## config.mk

```make
export PLATFORM = sky130hd
export DESIGN_NAME = multdiv_sequencer
export DESIGN_NICKNAME = d
export VERILOG_FILES = /design/src/rtl/multdiv_sequencer_pkg.sv /design/src/rtl/multdiv_timeout_counter.sv /design/src/rtl/multdiv_sequencer.sv
export SDC_FILE = /design/constraint.sdc
export NUM_CORES = 1
export LEC_CHECK = 0
export CAP_MARGIN = 5
export CORE_MARGIN = 8
export CORE_UTILIZATION = 42
export DETAILED_ROUTE_END_ITERATION = 8
export GPL_TIMING_DRIVEN = 0
export PLACE_DENSITY = 0.88
export SKIP_LAST_GASP = 1
export SLEW_MARGIN = 20
export SYNTH_ARGS = -nofsm -noshare
export SYNTH_HDL_FRONTEND = slang
export SYNTH_SLANG_ARGS = --single-unit
```

## constraint.sdc

```tcl
create_clock -name clock -period 2.3 [get_ports clock]
set_clock_uncertainty 0.1 [all_clocks]
set_input_delay 0.46 -clock clock [delete_from_list [all_inputs] [get_ports clock]]
set_output_delay 0.46 -clock clock [all_outputs]
set_load 0.01 [all_outputs]
```

## src/rtl/multdiv_sequencer_pkg.sv

```systemverilog
// ---------------------------------------------------------------------------
// multdiv_sequencer_pkg
// Shared definitions for the multiply/divide sequencer and the bypass/stall
// unit that watches its in-flight destination register.
//   state_t         : sequencer state encoding (IDLE/START/WAIT/HOLD)
//   CNT_W           : width of the WAIT-cycle timeout counter
//   MULT_EXC_CODE   : exception code written to the status register for mult
//   DIV_EXC_CODE    : exception code written to the status register for div
//   STATUS_REG      : register index that receives exception codes
//   DEF_TIMEOUT     : default number of WAIT cycles before a timeout
// ---------------------------------------------------------------------------
package multdiv_sequencer_pkg;

   typedef enum logic [1:0] {
      IDLE  = 2'd0,
      START = 2'd1,
      WAIT  = 2'd2,
      HOLD  = 2'd3
   } state_t;

   localparam int CNT_W         = 6;
   localparam int DEF_TIMEOUT   = 40;
   localparam int MULT_EXC_CODE = 4;
   localparam int DIV_EXC_CODE  = 5;
   localparam int STATUS_REG    = 30;

endpackage

```

## src/rtl/multdiv_timeout_counter.sv

```systemverilog
// ---------------------------------------------------------------------------
// multdiv_timeout_counter
// Counts WAIT cycles of the multdiv sequencer and flags the last cycle before
// a missing result is declared a timeout.
//   clock    in  : system clock, rising edge
//   reset    in  : asynchronous, active-low
//   clear    in  : synchronous clear to zero (has priority over enable)
//   enable   in  : increment by one this cycle
//   terminal out : count has reached TERMINAL-1
// ---------------------------------------------------------------------------
module multdiv_timeout_counter
   import multdiv_sequencer_pkg::*;
#(
   parameter int TERMINAL = DEF_TIMEOUT
) (
   input  logic clock,
   input  logic reset,
   input  logic clear,
   input  logic enable,
   output logic terminal
);

   logic [CNT_W-1:0] count;

   // Clear wins over enable so START can re-arm the counter unconditionally.
   always_ff @(posedge clock or negedge reset) begin
      if (!reset) begin
         count <= '0;
      end else if (clear) begin
         count <= '0;
      end else if (enable) begin
         count <= count + {{(CNT_W-1){1'b0}}, 1'b1};
      end
   end

   // The first WAIT cycle sees count==0, so TERMINAL-1 marks the last one.
   assign terminal = (count == CNT_W'(TERMINAL - 1));

endmodule

```

## src/rtl/multdiv_sequencer.sv

```systemverilog
// ---------------------------------------------------------------------------
// multdiv_sequencer
// Launches one mult/div op at a time on the shared multi-cycle unit, stalls
// the pipeline while it runs, holds the result for writeback, converts a hung
// unit into an exception after a timeout, and squashes ops killed by a flush.
//   clock, reset (active-low async)
//   issue_valid/issue_is_div/issue_rd/operand_a/operand_b : op from execute
//   flush          : branch/jump kill of younger instructions
//   md_ctrl_mult/md_ctrl_div/md_operand_a/md_operand_b    : unit launch
//   md_result/md_exception/md_result_rdy                  : unit response
//   stall          : freeze front-end latches
//   wb_valid/wb_rd/wb_data/wb_ack                         : writeback handshake
//   busy_valid/busy_rd : live in-flight destination for bypass/stall logic
// ---------------------------------------------------------------------------
module multdiv_sequencer
   import multdiv_sequencer_pkg::*;
#(
   parameter int TIMEOUT_CYCLES = DEF_TIMEOUT,
   parameter int MULT_EXC       = MULT_EXC_CODE,
   parameter int DIV_EXC        = DIV_EXC_CODE,
   parameter int STATUS_RD      = STATUS_REG
) (
   input  logic        clock,
   input  logic        reset,
   input  logic        issue_valid,
   input  logic        issue_is_div,
   input  logic [4:0]  issue_rd,
   input  logic [31:0] operand_a,
   input  logic [31:0] operand_b,
   input  logic        flush,
   output logic        md_ctrl_mult,
   output logic        md_ctrl_div,
   output logic [31:0] md_operand_a,
   output logic [31:0] md_operand_b,
   input  logic [31:0] md_result,
   input  logic        md_exception,
   input  logic        md_result_rdy,
   output logic        stall,
   output logic        wb_valid,
   output logic [4:0]  wb_rd,
   output logic [31:0] wb_data,
   input  logic        wb_ack,
   output logic        busy_valid,
   output logic [4:0]  busy_rd
);

   state_t      state;
   state_t      state_next;

   logic        squash;
   logic        lat_div;
   logic [4:0]  lat_rd;
   logic [31:0] lat_a;
   logic [31:0] lat_b;
   logic [31:0] res_q;

   logic        load_op;
   logic        set_squash;
   logic        capture;
   logic        capture_exc;
   logic        cnt_clear;
   logic        cnt_en;
   logic        timeout;

   logic [31:0] exc_code;

   assign exc_code = lat_div ? 32'(DIV_EXC) : 32'(MULT_EXC);

   multdiv_timeout_counter #(
      .TERMINAL (TIMEOUT_CYCLES)
   ) u_timeout (
      .clock    (clock),
      .reset    (reset),
      .clear    (cnt_clear),
      .enable   (cnt_en),
      .terminal (timeout)
   );

   // State register.
   always_ff @(posedge clock or negedge reset) begin
      if (!reset) begin
         state <= IDLE;
      end else begin
         state <= state_next;
      end
   end

   // Op latches, squash flag and captured result. The operand latches only
   // load in IDLE, which keeps md_operand_a/b stable for the whole op.
   always_ff @(posedge clock or negedge reset) begin
      if (!reset) begin
         squash  <= 1'b0;
         lat_div <= 1'b0;
         lat_rd  <= '0;
         lat_a   <= '0;
         lat_b   <= '0;
         res_q   <= '0;
      end else begin
         if (load_op) begin
            squash  <= 1'b0;
            lat_div <= issue_is_div;
            lat_rd  <= issue_rd;
            lat_a   <= operand_a;
            lat_b   <= operand_b;
         end
         if (set_squash) begin
            squash <= 1'b1;
         end
         if (capture) begin
            if (capture_exc) begin
               res_q  <= exc_code;
               lat_rd <= 5'(STATUS_RD);
            end else begin
               res_q  <= md_result;
            end
         end
      end
   end

   // Next-state and control decode. Once launched the unit cannot be
   // aborted, so a flush only marks the op as squashed and the sequencer
   // still waits for the unit (or the timeout) before accepting a new op.
   // A result arriving together with the timeout is taken as a real result.
   always_comb begin
      state_next  = state;
      load_op     = 1'b0;
      set_squash  = 1'b0;
      capture     = 1'b0;
      capture_exc = 1'b0;
      cnt_clear   = 1'b0;
      cnt_en      = 1'b0;
      stall       = 1'b0;

      case (state)
         IDLE: begin
            if (issue_valid && !flush) begin
               load_op    = 1'b1;
               stall      = 1'b1;
               state_next = START;
            end
         end
         START: begin
            cnt_clear  = 1'b1;
            stall      = !squash || issue_valid;
            if (flush) begin
               set_squash = 1'b1;
            end
            state_next = WAIT;
         end
         WAIT: begin
            cnt_en = 1'b1;
            stall  = !squash || issue_valid;
            if (flush) begin
               set_squash = 1'b1;
            end
            if (md_result_rdy) begin
               if (squash) begin
                  state_next = IDLE;
               end else begin
                  capture     = 1'b1;
                  capture_exc = md_exception;
                  state_next  = HOLD;
               end
            end else if (timeout) begin
               if (squash) begin
                  state_next = IDLE;
               end else begin
                  capture     = 1'b1;
                  capture_exc = 1'b1;
                  state_next  = HOLD;
               end
            end
         end
         HOLD: begin
            stall = !wb_ack;
            if (wb_ack || flush) begin
               state_next = IDLE;
            end
         end
         default: begin
            state_next = IDLE;
         end
      endcase
   end

   // Launch pulses and writeback/bypass views of the latched op.
   assign md_ctrl_mult = (state == START) && !lat_div;
   assign md_ctrl_div  = (state == START) && lat_div;
   assign md_operand_a = lat_a;
   assign md_operand_b = lat_b;
   assign wb_valid     = (state == HOLD);
   assign wb_rd        = (state == HOLD) ? lat_rd : 5'd0;
   assign wb_data      = (state == HOLD) ? res_q : 32'd0;
   assign busy_valid   = (state != IDLE) && !squash;
   assign busy_rd      = lat_rd;

endmodule

```

== Yosys cells after proc, flatten, opt, wreduce, memory -nomap -nowiden ==
Index checks and enable logic that the tools add are counted.

* Output and inout port bits: 111
* Register bits after elaboration: 111
* Logic and storage cells: 63
* Input port bits: 109

* Eq/ne operators: 7
* Multiplexer cells: 31
* Reductions and logical operators: 16
* Add/sub/neg operators: 1

{| class="wikitable"
|+ Operator list
! cell !! count
|-
| 32-bit two-way mux || 2
|-
| 5-bit two-way mux || 4
|-
| 1-bit two-way mux || 16
|-
| 6-bit two-way mux || 2
|-
| 2-bit two-way mux || 5
|-
| 2-bit case mux with 4 select lines || 1
|-
| 6-bit by 1-bit adder with 6-bit output (second input constant) || 1
|-
| 6-bit == test (second input constant) || 1
|-
| 2-bit nonzero test || 3
|-
| 2-bit == test (second input constant) || 2
|-
| 1-bit logical AND || 4
|-
| 1-bit logical NOT || 4
|-
| 3-bit inequality test (second input constant) || 1
|-
| 1-bit case mux with 3 select lines || 1
|-
| 3-bit AND reduction || 1
|-
| 2-bit by 1-bit == test with 1-bit output (second input constant) || 1
|-
| 2-bit logical NOT || 1
|-
| 1-bit logical OR || 2
|-
| 2-bit by 1-bit inequality test with 1-bit output (second input constant) || 1
|-
| 2-bit inequality test (second input constant) || 1
|-
| 2-bit OR reduction || 1
|}

== Logic depth before layout (Yosys ltp) ==
* Word-level depth: 7
* Depth in mapped cells: 8

== Cells and area by module ==
A second synthesis with hierarchy kept.

* Cells, all modules: 541
* Area total of the unflattened synthesis: 4,818.4 um^2

{| class="wikitable"
|+ By module, submodules not included
! module !! area each (um^2) !! cells each !! instances !! seq. area each (um^2)
|-
| multdiv_sequencer || 4,531.8 || 513 || 1 || 2,627.5
|-
| multdiv_timeout_counter || 286.5 || 28 || 1 || 150.1
|}

== Worst setup path after synthesis ==
OpenSTA, ideal clock, no wires.

* Kind: register to output
* Start point: register state[0]
* End point: output stall
* Data required time: 1,740 ps
* Buffers on the path: 0
* Cell stages (with the launch flop): 5
* Arrival: 1,289 ps
* Slack: 451 ps
* Cells stage by stage: dfrtp_1 -> inv_1 -> ha_1 -> nor2_1 -> a221oi_1

* Cells in the longest elaborated chain, start to end: 3
* Elaborated cells on any way between the ends: 6

{| class="wikitable"
|+ RTL lines
! what !! line !! RTL
|-
| start, declared || multdiv_sequencer.sv:47 || <nowiki>state_t state;</nowiki>
|-
| start signal, assigned || multdiv_sequencer.sv:84 || <nowiki>state <= state_next;</nowiki>
|-
| 2-bit by 1-bit == test with 1-bit output or 2-bit == test (tied branches) || multdiv_sequencer.sv:134 || <nowiki>case (state)</nowiki>
|-
| 2-bit OR reduction (no source line) || -- ||
|-
| 1-bit case mux with 3 select lines * || multdiv_sequencer.sv:134 ||
|-
| end, declared || multdiv_sequencer.sv:38 || <nowiki>output logic stall,</nowiki>
|}

Mark *: on every way between the ends. The rest lies on a longest branch, timed or not.

== Worst setup path in the final report ==
* Start point: register state[0]
* End point: output wb_data[11]

* Cells in the longest elaborated chain, start to end: 2

{| class="wikitable"
|+ RTL lines
! what !! line !! RTL
|-
| 2-bit == test || multdiv_sequencer.sv:193 || <nowiki>assign wb_data = (state == HOLD) ? res_q : 32'd0;</nowiki>
|-
| 32-bit two-way mux || multdiv_sequencer.sv:193 ||
|-
| end, declared || multdiv_sequencer.sv:41 || <nowiki>output logic [31:0] wb_data,</nowiki>
|}

Every way passes these cells.

==> qor.yml <==
setup_path:
  critical_path.max_fanout: 10
  cp-end-kind: "output port"
  critical_path_class: "reg -> out"
  cp-start-kind: "flop"
  cp_slowest_cell: "dfrtp_1"
  critPathRequiredTime_ps: 1740
  crit_path_cell_trace: "buf_4 > ha_4 > clkbuf_8 > buf_4 > and2_1 > dlygate4sd2_1"
  r2r.worst_path.cells: 8
  cpPeakStageDelay_ps: 400
  cp.arrival_ps: 1800
  cpMostUsedCell: "buf_4"
floorplan:
  dieWidth_um: 124
  die_h_um: 124
  die-area_sq_mm: 0.0154
  start_util_pct: 43.0
  core_sq_mm: 0.0114
  core.rowCount: 39
  pin_count: 220
global_routing:
  grt_max_degree: 69
  grt_antenna_before_repair: 0
  grt_overflow: 0
  grt_pass1_wl_um: 23600
  track_usage_pct: 19.5
  grtUsageMet2_pct: 34.0
  grt_pass1_vias: 4623
  use_met1_pct: 21.5
  globalRoute.busiestLayer: "met2"
  use_met3_pct: 6.98
min_path:
  worst_hold_path_type: "reg -> reg"
  hold_depth: 2
power_and_ir_drop:
  power.density_mw_per_mm2: 1190
  leakage_nw: 3.75
  peakVddDrop_mv: 0.658
  totalPowerFinal_mw: 9.17
logic_synthesis:
  synth-seq-cells: 111
  syn_inst: 534
  synth_area_leaders: "dfrtp_1 57%, nand2_1 18%, mux2i_1 6.3%, and2_1 4.8%, inv_1 2.7%"
  synth_flop_cell: "dfrtp_1"
  syn_avg_cell_area_sq_um: 9.20
  syn_area_sq_mm: 0.00491
  yosys_warnings: 0
  async_reset_ff_share_pct: 100
  synth_top_area_share_pct: 56.5
  syn_nets: 649
  synth_area_leader_cell: "dfrtp_1"
  synth_edf_count: 0
  synth_cell_types: 32
  ys_seq_area_share_pct: 56.5
timing:
  tightest_slew_ps: 438
  setup_viol_count_final: 5
  slew_headroom_pct: 70.8
  fin_crit_sh_pct: 102
  grt_setup_unrepaired: "true"
  max_freq_mhz: 424
  whs_ps: 379
  maxSlewViolCount: 0
  hold_viol: 0
  setup_slack_ps: -57.0
  min_period_ps: 2360
  setup_tns_ps: -169
placement:
  place_congestion: 0.845
  place_ws_ps: -358
  io_buffers: 219
  hpwlAfterDp_um: 11900
route:
  wl_per_cell_um: 16.8
  drt_wl_total_um: 15500
  ant_nets: 0
  drt_iter0_drc: 255
  drc: 0
  firstDrtPassIters: 5
  via_count: 4372
  viasPerCell: 4.74
job:
  cap_violations: 0
cells_and_area:
  drive_gt1_share_pct: 10.0
  n_antenna_cell: 0
  final_util_pct: 67.4
  nNetsFinal: 890
  layout-area-overhead-vs-synth_pct: 56.5
clocking:
  cts_buffers: 9
  clock_latency_ps: 340
  clock-sinks: 111
  cts_buffer_depth: 2
  cts_max_level: 3
  cts_tree: "yes"
  cts.clk_slew.worst_paths_ps: 80
  cts_root_buf: "clkbuf_16"
run_status:
  status: "complete, but fails checks"
  violations: "setup timing"
## kinds of logic (layout without fill, tap and decap cells)
family                     count (synthesis)  in the layout  synth area share [%]
muxes                                     35             35                  7.23
adders and majority gates                  6              6                  1.53
AOI/OAI and AO/OA                         18             18                  2.50
buffers and inverters                     62            308                  6.11
and+or+nand+nor                          300            300                  25.8
DFF                                      111            111                  56.5
xor gates and xnor gates                   2              2                 0.356
## report_power, final
group | switching (mW) | internal [mW] | total [mW]
registers | 0.539 | 2.86 | 3.40
logic | 1.95 | 2.19 | 4.14
clock network | 0.750 | 0.873 | 1.62
## repair_timing
item	in CTS	in global routing
buffers inserted	5	4
setup endpoints to repair	41	40
hold buffers	1	0
hold endpoints to repair	43	0
gates resized for setup	62	54
pin swaps	0	2
## flip-flops by register name, indices dropped and copies added (netlist names)
register and count:
lat_div 1, state 2, u_timeout.count 6, res_q 32, squash 1, busy_rd 5
md_operand_a 32, md_operand_b 32
## critical path: cells and delay by family (launching register included)
kind / cells / cell delay (ps)
simple gates: 1 / 140
buf+inv: 4 / 750
fa+ha+maj: 1 / 170
flops: 1 / 400
## metrics by stage
step | cell area [sq um] | cells
final | 7690 | 923
after global routing | 7690 | 923
after CTS | 7700 | 919
after detailed placement | 7310 | 897
after global placement | 7290 | 896
after floorplan | 4910 | 534
## synth_stat cells, types with 2 or more instances
| cell type | n |
|---|---|
| a22o_1 | 2 |
| inv_1 | 35 |
| mux2i_1 | 31 |
| mux2_2 | 4 |
| nand2_1 | 240 |
| buf_12 | 3 |
| nand2b_1 | 3 |
| nand3_1 | 4 |
| o21ai_0 | 4 |
| o2bb2ai_1 | 2 |
| clkbuf_1 | 14 |
| buf_2 | 9 |
| and2_1 | 38 |
| nor2b_1 | 3 |
| dfrtp_1 | 111 |
| nor2_1 | 6 |
| a21oi_1 | 5 |
| ha_1 | 6 |
## cell type report
type                    count  area, sq um
fillers                   865         3730
plain buffers              27          194
flip-flops and latches    111         2780
clock buffers               9          225
inverters                  35          139
repair buffers            230         2200
well taps                 143          179
multi-input cells         361         1890
clock inverters             7         87.6
## routing by layer
metal / part of all wire (%) / vias up / wire length, um
met2: 50 / 170 / 7750
met4: 2.0 / 0 / 314
met3: 10 / 23 / 1620
met1: 38 / 2065 / 5870
li1: - / 2114 / -
met5: 0 / - / 0
## layout by cell type, fill, tap and decap left out, types with 2 or more instances in the layout
cell type / synthesis / routed
dlymetal6s2s_1: 0 / 4
nand3_1: 4 / 4
inv_8: 0 / 2
clkinv_4: 0 / 2
clkbuf_16: 0 / 9
nand2b_1: 3 / 3
buf_2: 9 / 10
ha_4: 0 / 4
inv_1: 35 / 33
mux2_2: 4 / 4
clkbuf_2: 0 / 19
nor2b_1: 3 / 3
o2bb2ai_1: 2 / 2
clkbuf_1: 14 / 10
buf_12: 3 / 3
nor2_1: 6 / 6
dlygate4sd2_1: 0 / 10
nand2_1: 240 / 240
mux2i_1: 31 / 31
buf_4: 0 / 11
buf_6: 1 / 3
dfrtp_1: 111 / 111
clkdlybuf4s50_1: 0 / 177
and2_1: 38 / 38
inv_6: 0 / 3
clkdlybuf4s15_1: 0 / 7
o21ai_0: 4 / 4
a21oi_1: 5 / 5
ha_1: 6 / 2
a22o_1: 2 / 2
## final timing paths
check | start | end | slack (ps)
setup / recovery | state[0]$_DFFE_PN0P_ | wb_data[11] | -60
hold / removal | md_operand_b[7]$_DFFE_PN0N_ | md_operand_b[7]$_DFFE_PN0N_ | 380
setup reg to reg | state[0]$_DFFE_PN0P_ | res_q[2]$_DFFE_PN0N_ | 140
hold reg to reg | md_operand_b[7]$_DFFE_PN0N_ | md_operand_b[7]$_DFFE_PN0N_ | 380
max in group asynchronous | reset | md_operand_b[22]$_DFFE_PN0N_ | 920
min in group asynchronous | reset | res_q[14]$_DFFE_PN0N_ | 500
(Power assumes the default switching activity.)
